===== config.mk =====
export PLATFORM = sky130hd
export DESIGN_NAME = alarm_bank
export DESIGN_NICKNAME = d
export VERILOG_FILES = /design/src/rtl/alarm_pkg.sv /design/src/rtl/minute_down_counter.sv /design/src/rtl/alarm_bank.sv
export SDC_FILE = /design/constraint.sdc
export NUM_CORES = 1
export LEC_CHECK = 0
export ABC_CLOCK_PERIOD_IN_PS = 5500
export CORE_MARGIN = 4
export CORE_UTILIZATION = 35
export CTS_BUF_LIST = sky130_fd_sc_hd__clkbuf_2 sky130_fd_sc_hd__clkbuf_4 sky130_fd_sc_hd__clkbuf_8
export DETAILED_ROUTE_END_ITERATION = 10
export SETUP_SLACK_MARGIN = 0.4
export SYNTH_ARGS = -nofsm -noshare
export SYNTH_HDL_FRONTEND = slang
export SYNTH_HIERARCHICAL = 1
export SYNTH_SLANG_ARGS = --single-unit

===== constraint.sdc =====
create_clock -name Clk -period 5.5 [get_ports Clk]
set_clock_uncertainty 0.15 [all_clocks]
set_input_delay 1.375 -clock Clk [delete_from_list [all_inputs] [get_ports Clk]]
set_output_delay 1.375 -clock Clk [all_outputs]
set_load 0.02 [all_outputs]

===== src/rtl/alarm_pkg.sv =====
// Shared definitions for the alarm bank: set-time/current-time field layout,
// value limits, entry width and ring FSM encoding.
package alarm_pkg;

    localparam int STI_W     = 16;
    localparam int CT_W      = 15;
    localparam int ENTRY_W   = 13;
    localparam int TIME_W    = 12;
    localparam int NUM_DAYS  = 7;
    localparam int CNT_W     = 4;

    localparam int EN_BIT    = 15;
    localparam int DAY_LSB   = 12;
    localparam int DAY_W     = 3;
    localparam int HOUR_LSB  = 7;
    localparam int HOUR_W    = 5;
    localparam int TENS_LSB  = 4;
    localparam int TENS_W    = 3;
    localparam int UNITS_LSB = 0;
    localparam int UNITS_W   = 4;

    localparam logic [DAY_W-1:0]   DAY_MAX   = 3'd6;
    localparam logic [HOUR_W-1:0]  HOUR_MAX  = 5'd23;
    localparam logic [TENS_W-1:0]  TENS_MAX  = 3'd5;
    localparam logic [UNITS_W-1:0] UNITS_MAX = 4'd9;

    typedef enum logic [1:0] {
        ST_IDLE    = 2'd0,
        ST_RINGING = 2'd1,
        ST_SNOOZED = 2'd2
    } alarm_state_t;

    // A set-time word is storable only if every field is inside its range.
    function automatic logic sti_valid(input logic [STI_W-1:0] sti);
        return (sti[DAY_LSB   +: DAY_W]   <= DAY_MAX)  &&
               (sti[HOUR_LSB  +: HOUR_W]  <= HOUR_MAX) &&
               (sti[TENS_LSB  +: TENS_W]  <= TENS_MAX) &&
               (sti[UNITS_LSB +: UNITS_W] <= UNITS_MAX);
    endfunction

    // Stored entry drops the day field: {enable, hour, tens, units}.
    function automatic logic [ENTRY_W-1:0] entry_of(input logic [STI_W-1:0] sti);
        return {sti[EN_BIT], sti[TIME_W-1:0]};
    endfunction

endpackage


===== src/rtl/minute_down_counter.sv =====
// Loadable 4-bit down counter; terminal flags the tick that exhausts the count.
module minute_down_counter (
    input  logic       clk,
    input  logic       rst,
    input  logic       load,
    input  logic [3:0] load_val,
    input  logic       en,
    output logic       terminal
);

    logic [3:0] count;

    // Load wins over decrement; the count parks at zero once exhausted.
    always_ff @(posedge clk) begin
        if (rst) begin
            count <= 4'd0;
        end else if (load) begin
            count <= load_val;
        end else if (en && (count != 4'd0)) begin
            count <= count - 4'd1;
        end
    end

    // The tick that sees a count of one is the last tick of the interval.
    assign terminal = (count == 4'd1);

endmodule


===== src/rtl/alarm_bank.sv =====
// Per-weekday alarm storage with write validation, minute match and the
// ring/snooze state machine driving the buzzer.
import alarm_pkg::*;

module alarm_bank #(
    parameter int RING_MIN   = 5,
    parameter int SNOOZE_MIN = 9
) (
    input  logic                Clk,
    input  logic                CLEAR,
    input  logic [STI_W-1:0]    STI,
    input  logic                WR_AL,
    input  logic [CT_W-1:0]     CT,
    input  logic                MIN_TICK,
    input  logic                STOP,
    input  logic                SNOOZE,
    output logic [ENTRY_W-1:0]  Q_r0,
    output logic [ENTRY_W-1:0]  Q_r1,
    output logic [ENTRY_W-1:0]  Q_r2,
    output logic [ENTRY_W-1:0]  Q_r3,
    output logic [ENTRY_W-1:0]  Q_r4,
    output logic [ENTRY_W-1:0]  Q_r5,
    output logic [ENTRY_W-1:0]  Q_r6,
    output logic                ALARM,
    output logic                ERR
);

    localparam logic [CNT_W-1:0] RING_LD   = CNT_W'(RING_MIN);
    localparam logic [CNT_W-1:0] SNOOZE_LD = CNT_W'(SNOOZE_MIN);

    logic [ENTRY_W-1:0] entry [NUM_DAYS];
    logic [ENTRY_W-1:0] today;
    logic               match;
    logic               sti_ok;
    alarm_state_t       state;
    logic               cnt_load;
    logic [CNT_W-1:0]   cnt_load_val;
    logic               cnt_en;
    logic               cnt_term;

    assign sti_ok = sti_valid(STI);

    // Select today's entry; a day code of 7 selects nothing and never matches.
    always_comb begin
        today = '0;
        for (int d = 0; d < NUM_DAYS; d++) begin
            if (CT[DAY_LSB +: DAY_W] == DAY_W'(d)) begin
                today = entry[d];
            end
        end
    end

    // Compare against the stored entry as it stood before any same-cycle write.
    assign match = MIN_TICK && today[ENTRY_W-1] && (today[TIME_W-1:0] == CT[TIME_W-1:0]);

    // Entry storage with per-day write decode; invalid words leave it untouched.
    always_ff @(posedge Clk) begin
        if (CLEAR) begin
            for (int d = 0; d < NUM_DAYS; d++) begin
                entry[d] <= '0;
            end
        end else if (WR_AL && sti_ok) begin
            for (int d = 0; d < NUM_DAYS; d++) begin
                if (STI[DAY_LSB +: DAY_W] == DAY_W'(d)) begin
                    entry[d] <= entry_of(STI);
                end
            end
        end
    end

    // One-cycle reject pulse following a bad write strobe.
    always_ff @(posedge Clk) begin
        if (CLEAR) begin
            ERR <= 1'b0;
        end else begin
            ERR <= WR_AL && !sti_ok;
        end
    end

    // Counter control: load the interval on entry to a timed state, count ticks otherwise.
    always_comb begin
        cnt_load     = 1'b0;
        cnt_load_val = RING_LD;
        cnt_en       = 1'b0;
        case (state)
            ST_IDLE: begin
                cnt_load = match;
            end
            ST_RINGING: begin
                if (!STOP) begin
                    if (SNOOZE) begin
                        cnt_load     = 1'b1;
                        cnt_load_val = SNOOZE_LD;
                    end else begin
                        cnt_en = MIN_TICK;
                    end
                end
            end
            ST_SNOOZED: begin
                if (!STOP) begin
                    if (MIN_TICK && cnt_term) begin
                        cnt_load = 1'b1;
                    end else begin
                        cnt_en = MIN_TICK;
                    end
                end
            end
            default: ;
        endcase
    end

    minute_down_counter u_cnt (
        .clk      (Clk),
        .rst      (CLEAR),
        .load     (cnt_load),
        .load_val (cnt_load_val),
        .en       (cnt_en),
        .terminal (cnt_term)
    );

    // Ring/snooze FSM with the buzzer drive registered alongside the state.
    always_ff @(posedge Clk) begin
        if (CLEAR) begin
            state <= ST_IDLE;
            ALARM <= 1'b0;
        end else begin
            case (state)
                ST_IDLE: begin
                    if (match) begin
                        state <= ST_RINGING;
                        ALARM <= 1'b1;
                    end
                end
                ST_RINGING: begin
                    if (STOP) begin
                        state <= ST_IDLE;
                        ALARM <= 1'b0;
                    end else if (SNOOZE) begin
                        state <= ST_SNOOZED;
                        ALARM <= 1'b0;
                    end else if (MIN_TICK && cnt_term) begin
                        state <= ST_IDLE;
                        ALARM <= 1'b0;
                    end
                end
                ST_SNOOZED: begin
                    if (STOP) begin
                        state <= ST_IDLE;
                        ALARM <= 1'b0;
                    end else if (MIN_TICK && cnt_term) begin
                        state <= ST_RINGING;
                        ALARM <= 1'b1;
                    end
                end
                default: begin
                    state <= ST_IDLE;
                    ALARM <= 1'b0;
                end
            endcase
        end
    end

    assign Q_r0 = entry[0];
    assign Q_r1 = entry[1];
    assign Q_r2 = entry[2];
    assign Q_r3 = entry[3];
    assign Q_r4 = entry[4];
    assign Q_r5 = entry[5];
    assign Q_r6 = entry[6];

endmodule


Word-level counts from Yosys, hierarchy flattened
Memories as Yosys holds them, arrays and structs flattened.
Index checks and enable logic that the tools add are counted.
{"block": "word_totals", "register_bits": 8, "ramBits": 91, "in_bits": 37, "out_inout_bits": 93, "elab_cells": 125, "n_memories": 1}
{"name": "entry", "words": 7, "width": 13, "rd": 7, "rd_clocked_by_memory_dff": 0, "wr": 7, "line": "alarm_bank.sv:31", "source": "logic [ENTRY_W-1:0] entry [NUM_DAYS];"}
{"block": "classes", "add_sub_neg": 1, "order_cmp": 4, "eq_ne": 19, "mux": 73, "bitwise": 7, "reduce_logical": 16}
{"operator": "13-bit 2-to-1 mux", "count": 14}
{"operator": "1-bit 2-to-1 mux", "count": 44}
{"operator": "4-bit 2-to-1 mux", "count": 5}
{"operator": "3-bit == test (second input constant)", "count": 6}
{"operator": "12-bit == test", "count": 1}
{"operator": "3-bit by 2-bit == test with 1-bit output (second input constant)", "count": 4}
{"operator": "2-bit 2-to-1 mux", "count": 6}
{"operator": "1-bit logical AND", "count": 9}
{"operator": "1-bit OR", "count": 7}
{"operator": "3-bit by 1-bit == test with 1-bit output (second input constant)", "count": 2}
{"operator": "3-bit <= comparator (second input constant)", "count": 2}
{"operator": "3-bit logical NOT", "count": 2}
{"operator": "1-bit case mux with 3 select lines", "count": 2}
{"operator": "2-bit case mux with 3 select lines", "count": 1}
{"operator": "5-bit <= comparator (second input constant)", "count": 1}
{"operator": "4-bit by 1-bit == test with 1-bit output (second input constant)", "count": 1}
{"operator": "4-bit <= comparator (second input constant)", "count": 1}
{"operator": "4-bit inequality test (second input constant)", "count": 1}
{"operator": "4-bit nonzero test", "count": 1}
{"operator": "4-bit by 1-bit subtractor with 4-bit output (second input constant)", "count": 1}
{"operator": "3-bit inequality test (second input constant)", "count": 1}
{"operator": "3-bit AND reduction", "count": 1}
{"operator": "2-bit by 1-bit == test with 1-bit output (second input constant)", "count": 1}
{"operator": "2-bit == test (second input constant)", "count": 1}
{"operator": "other kinds (5)", "count": 5}

Longest topological paths before layout
{"block": "depth", "word_depth": 12, "mapped_depth": 14}

Hierarchy
Netlist, hierarchy kept.
{"mod": "alarm_bank", "n_inst": 1, "cells_per_inst": 398, "area_each_um2": 4713.3, "seq_area_each_um2": 2812.7}
{"mod": "minute_down_counter", "n_inst": 1, "cells_per_inst": 33, "area_each_um2": 286.5, "seq_area_each_um2": 80.1}

Least setup slack after synthesis
No wires, ideal clock.
{"block": "synth_timing", "kind": "input-to-reg", "from": "input CT[14]", "to": "register u_cnt.count[0]", "setup_ns": 0.127, "t_arrival_ns": 3.929, "setup_slack_ns": 1.294, "cell_stages": 13, "cell_sequence": "buf_6 > buf_6 > mux2i_1 > mux4_2 > xor2_1 > nand3_1 > nor4_4 > nand3_1 > a21oi_1 > clkbuf_1 > nor3_1 > and3_1 > or3_1"}
{"block": "synth_between", "elab_chain_len": 12}
{"item": "start, declared", "line": "alarm_bank.sv:13", "source": "input logic [CT_W-1:0] CT,"}
{"item": "3-bit logical NOT", "line": "alarm_bank.sv:47", "source": "if (CT[DAY_LSB +: DAY_W] == DAY_W'(d)) begin"}
{"item": "13-bit 2-to-1 mux (6 in series)", "line": "alarm_bank.sv:47"}
{"item": "13-bit 2-to-1 mux *", "line": "alarm_bank.sv:47"}
{"item": "12-bit == test or 1-bit logical AND (tied branches)", "line": "alarm_bank.sv:54", "source": "assign match = MIN_TICK && today[ENTRY_W-1] && (today[TIME_W-1:0] == CT[TIME_W-1:0]);"}
{"item": "1-bit logical AND *", "line": "alarm_bank.sv:54"}
{"item": "1-bit case mux with 3 select lines *", "line": "alarm_bank.sv:85", "source": "case (state)"}
{"item": "net cnt_load", "line": "alarm_bank.sv:36", "source": "logic cnt_load;"}
{"item": "4-bit 2-to-1 mux or 2-bit nonzero test (tied branches)"}
{"item": "end signal, assigned", "line": "minute_down_counter.sv:18", "source": "count <= load_val;"}
{"item": "end signal, assigned", "line": "minute_down_counter.sv:20", "source": "count <= count - 4'd1;"}
{"item": "end, declared", "line": "minute_down_counter.sv:11", "source": "logic [3:0] count;"}
The timed path passes the listed nets; every way through them passes the cells marked *.
A chain may end at the register's enable or synchronous reset.

Final worst setup path
Ends and elaborated chain as after synthesis.

==> results_dict.tcl <==
set metrics [dict create \
    antenna_found_initial 0 \
    n_antenna_cell 0 \
    finalWorstSetupSlack_ns 0.982 \
    period_share 0.821 \
    synth-edff-count 91 \
    dieHeight_um 128 \
    cts_max_level 3 \
    async_flop_share 0 \
    timing.critical_path.buf_inv 3 \
    endpoint_kind "flop" \
    grt_max_degree 24 \
    cap_violations 0 \
    syn-cell-area_mm2 0.00500 \
    regArea_mm2 0.00289 \
    cp-start-kind "primary input" \
    grt.met2_usage 0.313 \
    worstSkewPairLatency_ns 0.38 \
    avgSynthCellArea_um2 11.6 \
    synth_nets 474 \
    status "completed" \
    synthFlopType "edfxtp_1" \
    cts.root.buffer_cell "clkbuf_8" \
    cts_inserted_buffers 9 \
    power.static_leakage_nw 2.39 \
    crit_path_cell_trace "clkdlybuf4s50_1 -> buf_4 -> mux2_2 -> o22ai_1 -> or3_1 -> nand3_1 -> nor4_4 -> nand3_1 -> a21oi_1 -> buf_4 -> nor3_1 -> and3_1 -> or3_1" \
    slowest_delay_ns 0.71 \
    overflow 0 \
    peakVddDrop_mv 0.120 \
    fin_hold_ws_ns 0.339 \
    grt_pass1_vias 3895 \
    fillers 1273 \
    track_usage 0.194 \
    cp.required_ns 5.62 \
    ys_warn_count 6 \
    use_met3 0.0322 \
    synth_cell_types 61 \
    dp_hpwl_um 11400 \
    nets 608 \
    relSlewSlack 0.313 \
    initial_core_util 0.359 \
    fin_crit_ns 4.52 \
    p_per_area_mw_per_mm2 259 \
    finalSetupViolCount 0 \
    met1_usage 0.265 \
    grt_pass1_wl_um 23400 \
    ys_ff_latch 99 \
    antenna_left 0 \
    synth_cells 431 \
    dpl_worst_slack_ns 0.591 \
    hold_viol_final 0 \
    die_w_um 128 \
    postCtsSetupBuffers 0 \
    cts_sinks 99 \
    core_area_mm2 0.0139 \
    slew_viol_final 0 \
    totalNegativeSetupSlack_ns 0 \
    synth_seq_area_share 0.579 \
    drt_iter0_markers 315 \
    avgRoutedWirePerCell_um 20.9 \
    cp_data_arrival_time_ns 4.64 \
    dieArea_mm2 0.0163 \
    top_usage_layer "met2" \
    gp_congestion 0.823 \
    rsz0062_at_grt "no" \
    drc_errors 0 \
    cts_resized 0 \
    cts_buffer_depth 2 \
    crit_fanout 19 \
    ios 130 \
    io_buffer_count 129 \
    clock.fmax_ghz 0.221 \
    hold_path_class "flop to flop" \
    area_delta_synth_final_pct 33.5 \
    multi_input_area_mm2 0.00188 \
    cp_top_family "simple AND/OR/NAND/NOR gates" \
    postCtsHoldBufs 0 \
    drt_pass1_iterations 5 \
    cts_tree "yes" \
    slowest_stage "clkdlybuf4s50_1" \
    path_clk_slew_ns 0.09 \
    vias 3906 \
    drive_above_1_share 0.104 \
    rows 43 \
    detail_route.wirelength_um 15700 \
    crit_type "primary input to flop" \
    drt-vias-per-instance 5.21 \
    max_slew.worst_pin.slew_ns 1.03 \
]
-- placed cells by master, fill, tap and decap left out, types with 3 or more instances in the layout --
cell / Yosys / routed
nor3_1: 4 / 4
nor2_1: 88 / 88
nor2b_1: 13 / 13
buf_4: 2 / 15
and3_1: 3 / 3
or3_1: 10 / 10
nand2b_1: 25 / 25
clkdlybuf4s50_1: 0 / 128
a21oi_1: 3 / 3
nand3_1: 6 / 6
ha_1: 6 / 6
edfxtp_1: 91 / 91
nand2_1: 16 / 16
o21ai_0: 11 / 11
mux2_2: 12 / 12
mux2i_1: 12 / 12
nand4_1: 3 / 3
inv_1: 24 / 24
dfxtp_1: 8 / 8
o22ai_1: 20 / 20
mux2_1: 7 / 7
clkbuf_8: 0 / 9
-- worst min-delay path: cells and delay by family, from the launching register on --
| kind | cells | cell delay (ns) |
|---|---|---|
| AO/OA/AOI/OAI | 1 | 0.05 |
| flip-flops | 1 | 0.33 |
| buffers and inverters | 1 | 0.06 |
-- routing by layer --
metal / up-vias / wire [um]
li1: 1812 / -
met1: 1914 / 6740
met3: 19 / 1020
met2: 161 / 7610
met5: - / 0
met4: 0 / 305
-- cell usage after synthesis, types with 7 or more instances --
| cell | instances | area, um2 |
|---|---|---|
| nand2_1 | 16 | 60.1 |
| nor2b_1 | 13 | 81.3 |
| nand2b_1 | 25 | 156 |
| mux2_2 | 12 | 135 |
| or3_1 | 10 | 62.6 |
| dfxtp_1 | 8 | 160 |
| inv_1 | 24 | 90.1 |
| mux2i_1 | 12 | 120 |
| o22ai_1 | 20 | 125 |
| mux2_1 | 7 | 78.8 |
| edfxtp_1 | 91 | 2730 |
| clkbuf_1 | 11 | 41.3 |
| buf_6 | 7 | 78.8 |
| o21ai_0 | 11 | 55.1 |
| nor2_1 | 88 | 330 |
-- registers in the layout (all words and copies together), names as in the netlist --
signal,count
u_cnt/count,4
ERR,1
ALARM,1
entry,91
state,2
-- cell type report --
class,count,share of cell area
inverter,24,0.0135
tap,180,0.0338
sequential,99,0.434
timing repair buffer,144,0.210
clock inverter,6,0.00975
clock buffer,9,0.0186
multi-input combinational,287,0.281
-- path summary, 6_finish.rpt --
path | to | from | slack, ns | depth (start not counted)
max | u_cnt/count[0] | CT[14] | 0.98 | 13
min | ALARM | ALARM | 0.34 | 2
max reg2reg | u_cnt/count[0] | entry[2][5] | 2.53 | 11
min reg2reg | ALARM | ALARM | 0.34 | 2
-- per-stage QoR --
step                std cells  power, mW  area [um2]  utilization
finish                    749       1.73        6670        0.479
global route              749       1.80        6670        0.479
CTS                       749       1.74        6670        0.479
detailed placement        734       1.28        6480        0.465
global placement          734       1.27        6480        0.465
floorplan                 431       1.10        5000            -
-- cell families (layout without fill, tap and decap cells) --
| logic type | after synthesis | in the layout | share of synthesized area |
|---|---|---|---|
| AO/OA/AOI/OAI | 60 | 60 | 0.0898 |
| XOR/XNOR | 3 | 3 | 0.00526 |
| adder cells (fa/ha/maj) | 6 | 6 | 0.0150 |
| buffers and inverters | 45 | 183 | 0.0460 |
| flip-flops | 99 | 99 | 0.579 |
| multiplexers | 35 | 35 | 0.0818 |
| other | 2 | 2 | 0.00150 |
| AND/OR/NAND/NOR | 181 | 181 | 0.182 |
-- where the power goes --
| part | leakage [nW] | total [mW] | internal (mW) | switching, mW |
|---|---|---|---|---|
| combinational | 1.36 | 0.354 | 0.161 | 0.193 |
| clock | 0.0959 | 0.471 | 0.210 | 0.261 |
| sequential | 0.935 | 0.904 | 0.870 | 0.0339 |
Power figures use the tool's default switching activity.
